`src/rtl/noc_output_arbiter_pkg.sv`:
```
// Purpose: shared types and defaults for the router output-port arbiter.
// Latency: n/a (types, constants and a width helper only).
// Backpressure: n/a.
package noc_output_arbiter_pkg;

    // Arbiter lock state: either no owner, or one input holds the switch until its tail.
    typedef enum logic {
        ARB_IDLE,
        ARB_LOCKED
    } noc_arb_state_e;

    localparam int Noc_Output_Ports = 5;
    localparam int Noc_Arb_Timeout  = 256;

    // Index/counter width that never collapses to zero bits for degenerate sizes.
    function automatic int noc_min1_clog2(input int n);
        return (n > 1) ? $clog2(n) : 1;
    endfunction

endpackage

```
`src/rtl/noc_rr_picker.sv`:
```
// Purpose: round-robin pick of the first requester at or after ptr (wrapping).
// Latency: combinational, zero cycles.
// Backpressure: none; pure function of req and ptr.
//
// Ports:
//   req    : request vector, one bit per input port
//   ptr    : highest-priority index for this pick (must be < N)
//   winner : index of the chosen requester (0 when none)
//   found  : at least one request bit was set
module noc_rr_picker
    import noc_output_arbiter_pkg::*;
#(
    parameter  int N  = Noc_Output_Ports,
    localparam int IW = noc_min1_clog2(N)
) (
    input  logic [N-1:0]  req,
    input  logic [IW-1:0] ptr,
    output logic [IW-1:0] winner,
    output logic          found
);

    logic [2*N-1:0] req_dbl;
    logic [N-1:0]   req_rot;

    // Duplicating the vector and shifting right by ptr puts port ptr at bit 0 and
    // lets the wrapped ports follow naturally, so a plain LSB-first priority
    // encode yields the round-robin winner as an offset from ptr.
    always_comb begin
        int sum;
        sum     = 0;
        req_dbl = {req, req} >> ptr;
        req_rot = req_dbl[N-1:0];
        found   = 1'b0;
        winner  = '0;
        // Descending scan so the lowest set offset is the last one written.
        for (int k = N - 1; k >= 0; k--) begin
            if (req_rot[k]) begin
                found = 1'b1;
                sum   = int'(ptr) + k;
                if (sum >= N) begin
                    sum = sum - N;
                end
                winner = IW'(sum);
            end
        end
    end

endmodule

```
`src/rtl/noc_output_arbiter.sv`:
```
// Purpose: wormhole round-robin arbiter owning one router output switch.
// Latency: request->grant 1 cycle; tail->next grant 1 cycle with no idle bubble.
// Backpressure: lock holds while the switch stalls; a stuck lock raises a sticky timeout.
//
// Ports:
//   noc_clk, noc_rst_n : router clock, synchronous active-low reset
//   i_req              : per-input header-at-head request for this output
//   i_xfer             : a flit crossed the switch this cycle
//   i_xfer_tail        : that flit carried the tail bit (only meaningful with i_xfer)
//   o_grant            : registered one-hot switch select (zero when idle)
//   o_busy             : output is locked to a packet
//   o_owner            : index of the granted input, 0 when idle
//   o_timeout          : sticky, lock stalled LOCK_TIMEOUT cycles without a transfer
module noc_output_arbiter
    import noc_output_arbiter_pkg::*;
#(
    parameter  int N_PORTS      = Noc_Output_Ports,
    parameter  int LOCK_TIMEOUT = Noc_Arb_Timeout,
    localparam int OWN_W        = noc_min1_clog2(N_PORTS),
    localparam int CNT_W        = noc_min1_clog2(LOCK_TIMEOUT + 1)
) (
    input  logic               noc_clk,
    input  logic               noc_rst_n,
    input  logic [N_PORTS-1:0] i_req,
    input  logic               i_xfer,
    input  logic               i_xfer_tail,
    output logic [N_PORTS-1:0] o_grant,
    output logic               o_busy,
    output logic [OWN_W-1:0]   o_owner,
    output logic               o_timeout
);

    localparam bit                 TIMEOUT_ON  = (LOCK_TIMEOUT != 0);
    localparam logic [CNT_W-1:0]   TIMEOUT_CNT = CNT_W'(LOCK_TIMEOUT);
    localparam logic [N_PORTS-1:0] GRANT_LSB   = N_PORTS'(1);
    localparam logic [OWN_W-1:0]   LAST_PORT   = OWN_W'(N_PORTS - 1);

    noc_arb_state_e     state_q,     state_d;
    logic [N_PORTS-1:0] grant_q,     grant_d;
    logic [OWN_W-1:0]   owner_q,     owner_d;
    logic [OWN_W-1:0]   rr_ptr_q,    rr_ptr_d;
    logic [CNT_W-1:0]   stall_cnt_q, stall_cnt_d;
    logic               timeout_q,   timeout_d;

    logic [OWN_W-1:0]   pick_idx;
    logic               pick_found;
    logic               take;

    // rr_ptr_q is already rotated past the last winner, so the same picker
    // serves both a fresh arbitration from idle and the back-to-back handover
    // on a tail.
    noc_rr_picker #(
        .N      (N_PORTS)
    ) u_picker (
        .req    (i_req),
        .ptr    (rr_ptr_q),
        .winner (pick_idx),
        .found  (pick_found)
    );

    always_comb begin
        state_d     = state_q;
        grant_d     = grant_q;
        owner_d     = owner_q;
        rr_ptr_d    = rr_ptr_q;
        stall_cnt_d = stall_cnt_q;
        timeout_d   = timeout_q;
        take        = 1'b0;

        case (state_q)
            ARB_IDLE: begin
                // Transfers seen while idle are stray and deliberately ignored.
                take = pick_found;
            end
            ARB_LOCKED: begin
                // Requests never disturb a held lock; only the owner's tail ends it.
                if (i_xfer) begin
                    stall_cnt_d = '0;
                    if (i_xfer_tail) begin
                        take = pick_found;
                        if (!pick_found) begin
                            state_d = ARB_IDLE;
                            grant_d = '0;
                            owner_d = '0;
                        end
                    end
                end else if (TIMEOUT_ON && (stall_cnt_q != TIMEOUT_CNT)) begin
                    stall_cnt_d = stall_cnt_q + 1'b1;
                end
                // Flag only; the lock is kept because breaking a wormhole
                // mid-packet would corrupt it downstream.
                if (TIMEOUT_ON && (stall_cnt_d == TIMEOUT_CNT)) begin
                    timeout_d = 1'b1;
                end
            end
            default: begin
                state_d = ARB_IDLE;
                grant_d = '0;
                owner_d = '0;
            end
        endcase

        if (take) begin
            state_d     = ARB_LOCKED;
            grant_d     = GRANT_LSB << pick_idx;
            owner_d     = pick_idx;
            rr_ptr_d    = (pick_idx == LAST_PORT) ? '0 : pick_idx + 1'b1;
            stall_cnt_d = '0;
        end
    end

    always_ff @(posedge noc_clk) begin
        if (!noc_rst_n) begin
            state_q     <= ARB_IDLE;
            grant_q     <= '0;
            owner_q     <= '0;
            rr_ptr_q    <= '0;
            stall_cnt_q <= '0;
            timeout_q   <= 1'b0;
        end else begin
            state_q     <= state_d;
            grant_q     <= grant_d;
            owner_q     <= owner_d;
            rr_ptr_q    <= rr_ptr_d;
            stall_cnt_q <= stall_cnt_d;
            timeout_q   <= timeout_d;
        end
    end

    assign o_grant   = grant_q;
    assign o_busy    = (state_q == ARB_LOCKED);
    assign o_owner   = owner_q;
    assign o_timeout = timeout_q;

endmodule
```
`config.mk`:
```
export PLATFORM = sky130hd
export DESIGN_NAME = noc_output_arbiter
export DESIGN_NICKNAME = d
export VERILOG_FILES = /design/src/rtl/noc_output_arbiter_pkg.sv /design/src/rtl/noc_rr_picker.sv /design/src/rtl/noc_output_arbiter.sv
export SDC_FILE = /design/constraint.sdc
export NUM_CORES = 1
export LEC_CHECK = 0
export CORE_UTILIZATION = 50
export DETAILED_ROUTE_END_ITERATION = 12
export PLACE_DENSITY = 0.71
export SYNTH_ARGS = -nofsm -noshare
export SYNTH_HDL_FRONTEND = slang
export SYNTH_HIERARCHICAL = 1
export SYNTH_SLANG_ARGS = --single-unit
```
`constraint.sdc`:
```
create_clock -name noc_clk -period 5.6 [get_ports noc_clk]
set_input_delay 0.84 -clock noc_clk [delete_from_list [all_inputs] [get_ports noc_clk]]
set_output_delay 0.84 -clock noc_clk [all_outputs]
set_load 0.02 [all_outputs]
```
After elaboration in Yosys (flattened, before gate mapping) --
Cells that the tools add are included.
Word-level totals: flip-flop bits (word level) 22, output and inout bits 10
Operators by class: $add $sub $neg 11, order comparisons 5, eq/ne operators 4, shift operators 2, mux-type cells 37, bitwise operators 2, reductions and logical operators 6
Operator list (count):
- 3-bit two-way mux | 16
- 9-bit two-way mux | 3
- 5-bit two-way mux | 5
- 4-bit by 3-bit >= comparator with 1-bit output (second input constant) | 4
- 3-bit subtractor (second input constant) | 5
- 1-bit two-way mux | 12
- 10-bit by 3-bit right shift with 5-bit output | 1
- 9-bit by 1-bit adder with 9-bit output (second input constant) | 1
- 9-bit == test (second input constant) | 1
- 9-bit inequality test (second input constant) | 1
- 3-bit by 2-bit adder with 4-bit output (second input constant) | 2
- 2-bit nonzero test | 3
- 1-bit by 3-bit << shifter with 5-bit output (first input constant) | 1
- 3-bit by 1-bit adder with 4-bit output (second input constant) | 1
- 3-bit by 3-bit adder with 4-bit output (second input constant) | 1
- 4-bit AND reduction | 1
- 3-bit by 1-bit adder with 3-bit output (second input constant) | 1
- 3-bit == test (second input constant) | 1
- 3-bit >= comparator (second input constant) | 1
- 2-bit by 1-bit inequality test with 1-bit output (second input constant) | 1
- 1-bit inverter | 2
- 1-bit case mux with 2 select lines | 1
- 2-bit AND reduction | 1
- 2-bit OR reduction | 1

Logic depth before layout (Yosys ltp) --
Gate-level depths: netlist (run 1).
depth after elaboration 11, depth in mapped cells 16

Hierarchy --
Netlist (run 1), hierarchy kept.
By module, submodules not included:
- noc_output_arbiter | instances 1, cells an instance 149, area an instance 1202.4 µm²
- noc_rr_picker | instances 1, cells an instance 134, area an instance 1013.5 µm²

Worst setup path before layout (run 1) --
No wires, ideal clock.
kind reg2reg, from register rr_ptr_q[1], to register rr_ptr_q[2], setup time 65 ps, arrival 3030 ps, data required time 5535 ps, slack 2504 ps, cell stages (with the launch flop) 15, period minus slack after synthesis 3096 ps, cells stage by stage dfxtp_1 -> buf_6 -> buf_6 -> inv_1 -> ha_1 -> o21ai_0 -> mux2_2 -> o21ai_0 -> a21o_1 -> o221ai_1 -> ha_1 -> ha_1 -> a211oi_1 -> a21oi_1 -> nor2b_1
On the way: longest elaborated chain between the ends 10, elaborated cells between the ends (all ways) 36
Ends and longest elaborated chain:
- from (decl) | RTL line noc_output_arbiter.sv:41 | logic [OWN_W-1:0] rr_ptr_q, rr_ptr_d;
- from (signal assigned) | RTL line noc_output_arbiter.sv:124 | rr_ptr_q <= rr_ptr_d;
- 3-bit by 3-bit adder with 4-bit output | RTL line noc_rr_picker.sv:39 | sum = int'(ptr) + k;
- 4-bit by 3-bit >= comparator with 1-bit output or 3-bit subtractor (tied branches) | RTL line noc_rr_picker.sv:40, noc_rr_picker.sv:41
- 3-bit two-way mux | RTL line noc_rr_picker.sv:40 | if (sum >= N) begin
- 3-bit two-way mux (4 in series) | RTL line noc_rr_picker.sv:37 | if (req_rot[k]) begin
- 3-bit two-way mux * | RTL line noc_rr_picker.sv:37
- net pick_idx[1] | RTL line noc_output_arbiter.sv:45 | logic [OWN_W-1:0] pick_idx;
- 3-bit by 1-bit adder with 3-bit output or 3-bit == test (tied branches) | RTL line noc_output_arbiter.sv:107 | rr_ptr_d = (pick_idx == LAST_PORT) ? '0 : pick_idx + 1'b1;
- 3-bit two-way mux * | RTL line noc_output_arbiter.sv:107
The timed path passes the listed nets; every way through them passes the cells marked *. A chain may end at the register's enable or synchronous reset.

Final worst setup path (run 1) --
Same ends and word-level chain as after synthesis.

==> results.tsv, run 1 <==
stage	metric	value	unit
global_routing	number of global-route vias before repair	1882	
floorplan	Die Area	4700	um^2
route	vias	2074	
final_layout	Diodes inserted	0	
clocking	Worst-path clk slew	0.08	ns
floorplan	Die Y	68.6	um
status	status	complete, no violations	
synth	yosys warns	6	
sta	final hold vios	0	
global_routing	largest net degree at the start of global routing	36	
synth	Synth top area share	0.199	
route	antenna-violating nets left	0	
critical_path	Max FO, Critical Path	22	
floorplan	Site Rows	23	
synth	synthesized area	2220	um^2
pwr	Worst VDD drop	0.000299	V
worst_hold_path	hold path startpoint	o_timeout	
synth	Synth Instances	283	
final_layout	final std cells w/o fill	340	
clocking	clk_lat worst skew	0.26	ns
clocking	Root Buffer	clkbuf_8	
synth	Yosys reg bits	22	
final_layout	Area Growth Syn to Fin	10.3	%
final_layout	layout cell share with drive strength beyond 1	0.0931	
sta	max-slew violations	0	
synth	fraction of registers with async set/reset	0	
route	DR WL/cell	15.0	um
route	final wirelength	5120	um
clocking	CTS buffer count	3	
placement	HPWL Detailed	3760	um
synth	Syn Area/Cell	7.83	um^2
global_routing	initial antenna violation count	0	
sta	Setup violations, final	0	
floorplan	Initial Utilization	0.538	
final_layout	Fillers	370	
floorplan	die width	68.6	um
floorplan	Core ar.	4120	um^2
final_layout	Final Net Count	316	
route	Detailed Route Iter0 Violations	141	
pwr	P_leak	0.868	nW
job	MaxCap Viol Count	0	
floorplan	I/O pins	19	
critical_path	CP Capture Type	register	
sta	WHS	0.479	ns
critical_path	Arr. time, crit path	4.06	ns
worst_hold_path	Worst Hold Class	register to register	
sta	Rel. slew slack	0.411	
route	total iterations of the first detailed-routing run	4	
synth	synth top area cells	dfxtp_1, ha_1, a21oi_1	
sta	setup TNS	0	ns
clocking	CTS max path bufs	2	
sta	achievable clock frequency	259	MHz
synth	most frequent cells after synthesis	nor2_1, nand2_1, a21oi_1	
critical_path	Worst setup SP type	register	
route	met3 wire len	169	um
critical_path	slowest cell delay on critical path	0.91	ns
global_routing	first-pass GRT wire length	8610	um
sta	Final Skew	0.00550	ns
critical_path	CP bufs+invs	2	
critical_path	critical path's slowest cell	dfxtp_1	
synth	Synth area leader	dfxtp_1	
clocking	Post-CTS Setup Bufs	0	
synth	number of flops mapped to enable cells by yosys	0	
clocking	CTS Hold Bufs	0	
synth	Post-Synthesis Net Count	308	
synth	Cell variety after synth	71	
critical_path	WS Path Type	register to register	
route	met1 WL	2370	um
route	top routing layer in use	met4	
global_routing	Total GRT Usage	0.240	
critical_path	CP required	5.80	ns
synth	most numerous cell in the Yosys netlist	nor2_1	
clocking	number of H-tree levels	1	
critical_path	Worst R2R Start	rr_ptr_q[1]	
global_routing	Overflow after GRT	0	
clocking	clk sink count	22	
placement	placed cells	336	
pwr	P per Cell Area	423	nW/um^2
route	vias per cell	6.10	
placement	GP Congestion	0.912	
route	met2 WL	2490	um
placement	pre-CTS setup slack	1.77	ns
sta	Final Cycle Share	0.689	
clocking	CTS tree	done	
clocking	post-CTS sizing	0	
critical_path	crit-path cells	inv_1, fa_1, a21boi_0, a21oi_1, o221ai_1, o21a_1, a211oi_2, inv_1, ha_1, a211oi_1, a21oi_1, nor2b_1	
sta	Tmin final	3.86	ns
sta	Slew @ Worst Pin	0.883	ns
sta	fin worst setup slack	1.74	ns
synth	sequential fraction of the synthesis area	0.199	
placement	# port buffers	18	
critical_path	CP Launch Point	rr_ptr_q[1]	
sta	RSZ-0062 raised after global routing	no	
synth	Post-synth top flop	dfxtp_1	
critical_path	CP top delay family	compound AO/OA/AOI/OAI gates	
route	# DRC	0	
## layout by cell type (no fill, tap or decap), drive strengths merged, types with 3 or more instances in the layout
cell | netlist | routed
nor3 | 8 | 8
mux2i | 8 | 8
nor4b | 3 | 3
nor2 | 27 | 27
nand2b | 5 | 5
a211oi | 4 | 4
a22oi | 8 | 8
nand2 | 24 | 24
nor2b | 12 | 12
a31oi | 3 | 3
nor3b | 3 | 3
mux2 | 6 | 6
a21o | 3 | 3
a21boi | 5 | 5
clkbuf | 9 | 3
clkdlybuf4s50 | 0 | 18
and2 | 3 | 3
ha | 15 | 15
a21oi | 24 | 24
xnor2 | 4 | 4
dfxtp | 22 | 22
o21a | 3 | 3
nand3 | 5 | 5
o21ai | 21 | 21
inv | 14 | 14
## kinds of logic after synthesis
group           synth area share
mux                       0.0790
compound gates             0.302
buf+inv                   0.0655
flops                      0.199
simple gates               0.241
fa+ha+maj                 0.0988
xor+xnor                  0.0158
## tightest hold or removal path: cells and delay by family (launching register included)
family	cells	cell delay [ns]
flip-flops	1	0.35
AND/OR/NAND/NOR	1	0.07
AO/OA/AOI/OAI	1	0.04
## area by class of cell
class / instances / area [um^2] / area share
clock buffer: 3 / 41.3 / 0.0169
clock inverter: 1 / 30.0 / 0.0123
inverter: 14 / 52.6 / 0.0215
multi-input combinational: 231 / 1630 / 0.667
sequential: 22 / 440 / 0.180
tap: 50 / 62.6 / 0.0256
timing repair buffer: 19 / 188 / 0.0768
## sequential cells by signal, summed over array words and instances (netlist names)
register / count
o_timeout: 1
rr_ptr_q: 3
o_owner: 3
o_busy: 1
stall_cnt_q: 9
o_grant: 5
## final timing paths
| path | endpoint | slack (ns) | cells past startpoint |
|---|---|---|---|
| setup reg to reg | rr_ptr_q[2] | 1.74 | 12 |
| hold / removal | o_timeout | 0.48 | 2 |
| setup / recovery | rr_ptr_q[2] | 1.74 | 12 |
| hold reg to reg | o_timeout | 0.48 | 2 |
## per-layer routing
layer  global-route usage  vias up
met1                0.308      972
met3               0.0148       10
met5                    0        -
met2                0.425       45
li1                     -     1047
met4               0.0781        0
## metrics by stage
stage	util	power, mW	instance area [um^2]
final	0.594	1.03	2440
after global routing	0.594	1.12	2440
after CTS	0.594	1.03	2440
after detailed placement	0.577	0.877	2370
after global placement	0.577	0.876	2370
after floorplan	-	0.728	2220
## power by group
part | internal [mW] | total [mW] | leakage [nW] | switching (mW)
Sequential | 0.186 | 0.226 | 0.179 | 0.0402
Clock | 0.0954 | 0.148 | 0.0357 | 0.0523
Combinational | 0.283 | 0.660 | 0.653 | 0.376
No activity file was read; power rests on OpenSTA's default activity.
==> inputs of run 2 (changes only) <==
==> constraint.sdc (replaced) <==
create_clock -name noc_clk -period 3.65 [get_ports noc_clk]
set_input_delay 0.5475 -clock noc_clk [delete_from_list [all_inputs] [get_ports noc_clk]]
set_output_delay 0.5475 -clock noc_clk [all_outputs]
set_load 0.02 [all_outputs]
==> run 2 against run 1 <==
Compared with the run above:
- via count grew 0.48%
- global-route usage shrank 0.54 points
- sequential cell count is the same
- sequential share of layout area shrank 0.38 points
- final area grew 2.1%
- wire length grew 1.6%
- clock power grew 56%
- first-iteration DRC count grew 55%
- largest cell class unchanged
==> results.tsv, run 2 (same netlist as run 1, synthesis figures left out) <==
stage	metric	value	unit
clocking	number of H-tree levels	1	
global_routing	first-pass GRT wire length	8370	um
sta	Final Cycle Share	0.922	
critical_path	WS Path Type	register to register	
placement	HPWL Detailed	3730	um
route	total iterations of the first detailed-routing run	5	
sta	fin worst setup slack	0.286	ns
sta	Setup violations, final	0	
clocking	clk sink count	22	
sta	RSZ-0062 raised after global routing	no	
job	MaxCap Viol Count	0	
critical_path	CP top delay family	compound AO/OA/AOI/OAI gates	
worst_hold_path	Worst Hold End	o_timeout	
critical_path	CP Capture Type	register	
critical_path	R2R setup slack	0.29	ns
final_layout	Fillers	380	
sta	Slew @ Worst Pin	0.588	ns
clocking	post-CTS sizing	0	
critical_path	CP most frequent cell	ha_1	
sta	Final Skew	0.00301	ns
critical_path	CP bufs+invs	1	
critical_path	Arr. time, crit path	3.58	ns
placement	pre-CTS setup slack	0.274	ns
floorplan	Die Area	4700	um^2
global_routing	number of global-route vias before repair	1762	
placement	GP Congestion	0.878	
final_layout	max reg flops	9	
floorplan	Core ar.	4120	um^2
route	# DRC	0	
final_layout	Diodes inserted	0	
sta	Rel. slew slack	0.604	
worst_hold_path	Cells on Worst Hold Path	2	
route	Detailed Route Iter0 Violations	219	
global_routing	Total GRT Usage	0.235	
final_layout	layout cell share with drive strength beyond 1	0.114	
global_routing	Overflow after GRT	0	
placement	placed inst area	2430	um^2
sta	setup TNS	0	ns
worst_hold_path	hold path startpoint	o_timeout	
critical_path	Reg2Reg Depth	12	
route	DR WL/cell	15.0	um
sta	achievable clock frequency	297	MHz
sta	max-slew violations	0	
sta	final hold vios	0	
status	status	complete, no violations	
worst_hold_path	Worst Hold Class	register to register	
floorplan	I/O pins	19	
clocking	CTS buffer count	3	
floorplan	Initial Utilization	0.538	
critical_path	slowest cell delay on critical path	0.50	ns
route	vias	2084	
critical_path	Max FO, Critical Path	6	
final_layout	commonest non-fill, non-tap cell in the layout	nor2_1	
critical_path	CP required	3.86	ns
final_layout	post-route cell area	2500	um^2
final_layout	Final Net Count	323	
critical_path	crit-path cells	inv_1, ha_1, o21ai_0, mux2_2, o21ai_0, a21o_1, o221ai_1, ha_1, ha_1, a211oi_1, a21oi_1, nor2b_1	
critical_path	FF-to-FF End	rr_ptr_q[2]	
final_layout	most frequent cells in the layout	nor2_1, nand2_1, a21oi_1, dfxtp_1	
clocking	Post-CTS Setup Bufs	0	
pwr	Worst VDD drop	0.000501	V
global_routing	initial antenna violation count	0	
route	antenna-violating nets left	0	
global_routing	largest net degree at the start of global routing	34	
pwr	P per Cell Area	654	nW/um^2
clocking	clk_lat worst skew	0.27	ns
final_layout	Reg with most FFs	stall_cnt_q	
clocking	CTS Hold Bufs	0	
floorplan	Die Y	68.6	um
final_layout	Finished Core Util	0.607	
clocking	CTS max path bufs	2	
pwr	Tot Pwr	1.63	mW
clocking	Worst-path clk slew	0.08	ns
clocking	Root Buffer	clkbuf_8	
sta	Tmin final	3.36	ns
critical_path	Worst setup SP type	register	
route	final wirelength	5200	um
route	vias per cell	6.01	
floorplan	die width	68.6	um
pwr	P_leak	0.902	nW
clocking	CTS tree	done	
final_layout	Area Growth Syn to Fin	12.7	%
critical_path	Worst R2R Start	rr_ptr_q[1]	
floorplan	Site Rows	23	
placement	# port buffers	18	
critical_path	critical path's slowest cell	o21ai_0	
[run 2: metal layers]
metal  up-vias  track usage  share of wire  wire length, um
li1       1063            -              -                -
met1       968        0.324           0.49             2570
met2        48        0.386           0.46             2400
met3         5       0.0197          0.034              179
met4         0       0.0729          0.010               53
met5         -            0              0                0
[run 2: worst reg2reg max path, cell delays in order, from the launching register on]
cell and delay (ns):
dfxtp_1 0.42, inv_1 0.18, ha_1 0.35, o21ai_0 0.50, mux2_2 0.42, o21ai_0 0.16, a21o_1 0.15, o221ai_1 0.21
ha_1 0.26, ha_1 0.27, a211oi_1 0.22, a21oi_1 0.06, nor2b_1 0.10
[run 2: cell type report]
type,instances,area [um^2],share of cell area
multi-input combinational,231,1630,0.653
sequential,22,440,0.176
timing repair buffer,26,240,0.0962
tap,50,62.6,0.0251
inverter,14,52.6,0.0210
clock buffer,3,41.3,0.0165
clock inverter,1,30.0,0.0120
[run 2: worst max-delay path by stage]
stage | start | endpoint | slack (ns) | cells after the start
after floorplan | rr_ptr_q[1] | rr_ptr_q[2] | 0.55 | 14
after global placement | i_req[3] | rr_ptr_q[2] | 0.31 | 12
after detailed placement | i_req[3] | rr_ptr_q[2] | 0.27 | 12
after CTS | rr_ptr_q[1] | rr_ptr_q[2] | 0.32 | 12
after global routing | rr_ptr_q[1] | rr_ptr_q[2] | 0.13 | 12
final | rr_ptr_q[1] | rr_ptr_q[2] | 0.29 | 12
[run 2: per-stage QoR]
step           instances  hold WS, ns
3_3_place_gp         343        0.447
3_5_place_dp         343        0.446
2_1_floorplan        283        0.467
4_1_cts              347        0.469
5_1_grt              347        0.487
6_report             347        0.465
[run 2: report_power, final]
part           leakage, nW  internal [mW]  total, mW  switching, mW
Combinational        0.687          0.470       1.08          0.615
Sequential           0.179          0.285      0.316         0.0310
Clock               0.0357          0.147      0.231         0.0846
==> inputs of run 3 (changes only) <==
--- a/config.mk
+++ b/config.mk
@@ -5,6 +5,7 @@
 export SDC_FILE = /design/constraint.sdc
 export NUM_CORES = 1
 export LEC_CHECK = 0
+export CORE_MARGIN = 2
 export CORE_UTILIZATION = 50
 export DETAILED_ROUTE_END_ITERATION = 12
 export PLACE_DENSITY = 0.71
==> run 3 against run 2 <==
Compared with the run above:
- die area rose by 5.9%
- fmax rose by 7.0%
- setup slack improved by 0.22 ns
- combinational power barely moved
- utilization fell by 2.9 points
- sequential cell count did not move
- clock skew fell by 0.00070 ns
- via count rose by 0.19%
- sequential power barely moved
- global-route usage fell by 2.8 points
- largest power group unchanged
==> results.tsv, run 3 (same netlist as run 1, synthesis figures left out) <==
stage	metric	value	unit
status	status	complete, no violations	
critical_path	WS Path Type	register to register	
route	# DRC	0	
clocking	CTS Hold Bufs	0	
floorplan	die width	70.6	um
sta	WHS	0.483	ns
clocking	CTS max path bufs	2	
floorplan	I/O pins	19	
critical_path	Worst R2R Start	rr_ptr_q[0]	
route	antenna-violating nets left	0	
final_layout	most frequent cells in the layout	nor2_1, nand2_1, a21oi_1, dfxtp_1	
global_routing	number of global-route vias before repair	1889	
worst_hold_path	hold path startpoint	o_timeout	
clocking	Post-CTS Setup Bufs	0	
critical_path	CP Capture Type	register	
sta	RSZ-0062 raised after global routing	no	
sta	Rel. slew slack	0.610	
placement	GP Congestion	0.840	
critical_path	CP required	3.86	ns
final_layout	layout cell share with drive strength beyond 1	0.114	
global_routing	first-pass GRT wire length	8630	um
placement	HPWL Detailed	3610	um
final_layout	Reg with most FFs	stall_cnt_q	
floorplan	Die Area	4980	um^2
pwr	Worst VDD drop	0.000445	V
clocking	CTS tree	done	
route	vias	2088	
placement	pre-CTS setup slack	0.366	ns
clocking	post-CTS sizing	0	
clocking	clk sink count	22	
final_layout	final std cells w/o fill	349	
route	Detailed Route Iter0 Violations	191	
clocking	CTS buffer count	3	
global_routing	Overflow after GRT	0	
sta	Setup violations, final	0	
pwr	P_leak	0.902	nW
sta	max-slew violations	0	
pwr	Tot Pwr	1.63	mW
final_layout	commonest non-fill, non-tap cell in the layout	nor2_1	
sta	final hold vios	0	
global_routing	initial antenna violation count	0	
pwr	P per Cell Area	650	nW/um^2
sta	Final Cycle Share	0.862	
sta	Tmin final	3.15	ns
critical_path	Arr. time, crit path	3.35	ns
sta	setup TNS	0	ns
sta	achievable clock frequency	318	MHz
final_layout	max reg flops	9	
floorplan	Site Rows	24	
sta	fin worst setup slack	0.505	ns
route	vias per cell	5.98	
worst_hold_path	Worst Hold Class	register to register	
critical_path	Max FO, Critical Path	4	
placement	# port buffers	18	
global_routing	largest net degree at the start of global routing	34	
floorplan	Die Y	70.6	um
floorplan	Initial Utilization	0.512	
sta	Slew @ Worst Pin	0.585	ns
route	final wirelength	4980	um
final_layout	Final Net Count	323	
critical_path	Worst setup SP type	register	
job	MaxCap Viol Count	0	
final_layout	Area Growth Syn to Fin	12.8	%
global_routing	Total GRT Usage	0.207	
clocking	Worst-path clk slew	0.08	ns
clocking	number of H-tree levels	1	
placement	placed cells	345	
floorplan	Core ar.	4320	um^2
clocking	Root Buffer	clkbuf_8	
clocking	clk_lat worst skew	0.26	ns
route	DR WL/cell	14.3	um
final_layout	Diodes inserted	0	
sta	Final Skew	0.00231	ns
route	total iterations of the first detailed-routing run	4	
critical_path	CP Launch Point	rr_ptr_q[0]	
==> run 3: area by class of cell <==
| cell class | instances | area, um^2 |
|---|---|---|
| Clock buffer | 3 | 41.3 |
| Fill cell | 394 | 1820 |
| Tap cell | 52 | 65.1 |
| Sequential cell | 22 | 440 |
| Multi-Input combinational cell | 231 | 1630 |
| Inverter | 14 | 52.6 |
| Timing Repair Buffer | 26 | 240 |
| Clock inverter | 1 | 30.0 |
==> run 3: per-stage QoR <==
step / utilization / cell area (um^2)
3_5_place_dp: 0.562 / 2430
6_report: 0.578 / 2500
2_1_floorplan: - / 2220
5_1_grt: 0.578 / 2500
3_3_place_gp: 0.562 / 2430
4_1_cts: 0.578 / 2500
==> run 3: routing by layer <==
layer  routed length [um]  global-route usage
met3                  141             0.00997
met1                 2510               0.293
met5                    0                   0
met4                   76              0.0650
met2                 2250               0.344
==> run 3: final timing paths <==
check                                    to  slack [ns]  cells past startpoint
worst min-delay path              o_timeout        0.48                      2
worst max-delay path            rr_ptr_q[2]        0.50                     14
worst min register to register    o_timeout        0.48                      2
worst max register to register  rr_ptr_q[2]        0.50                     14
==> run 3: power by group <==
group	total, mW	leakage, nW	internal (mW)	switching [mW]
clock	0.226	0.0357	0.147	0.0796
combinational	1.08	0.687	0.473	0.609
sequential	0.318	0.179	0.285	0.0326
==> run 3: worst max-delay path, stage by stage, from the launching register on <==
cell	delay, ns
dfxtp_1	0.38
inv_1	0.07
ha_1	0.24
fa_1	0.40
o21ai_0	0.10
buf_4	0.17
mux2_2	0.34
o21ai_0	0.16
a21o_1	0.14
o221ai_1	0.20
ha_1	0.26
ha_1	0.27
a211oi_1	0.21
a21oi_1	0.06
nor2b_1	0.10
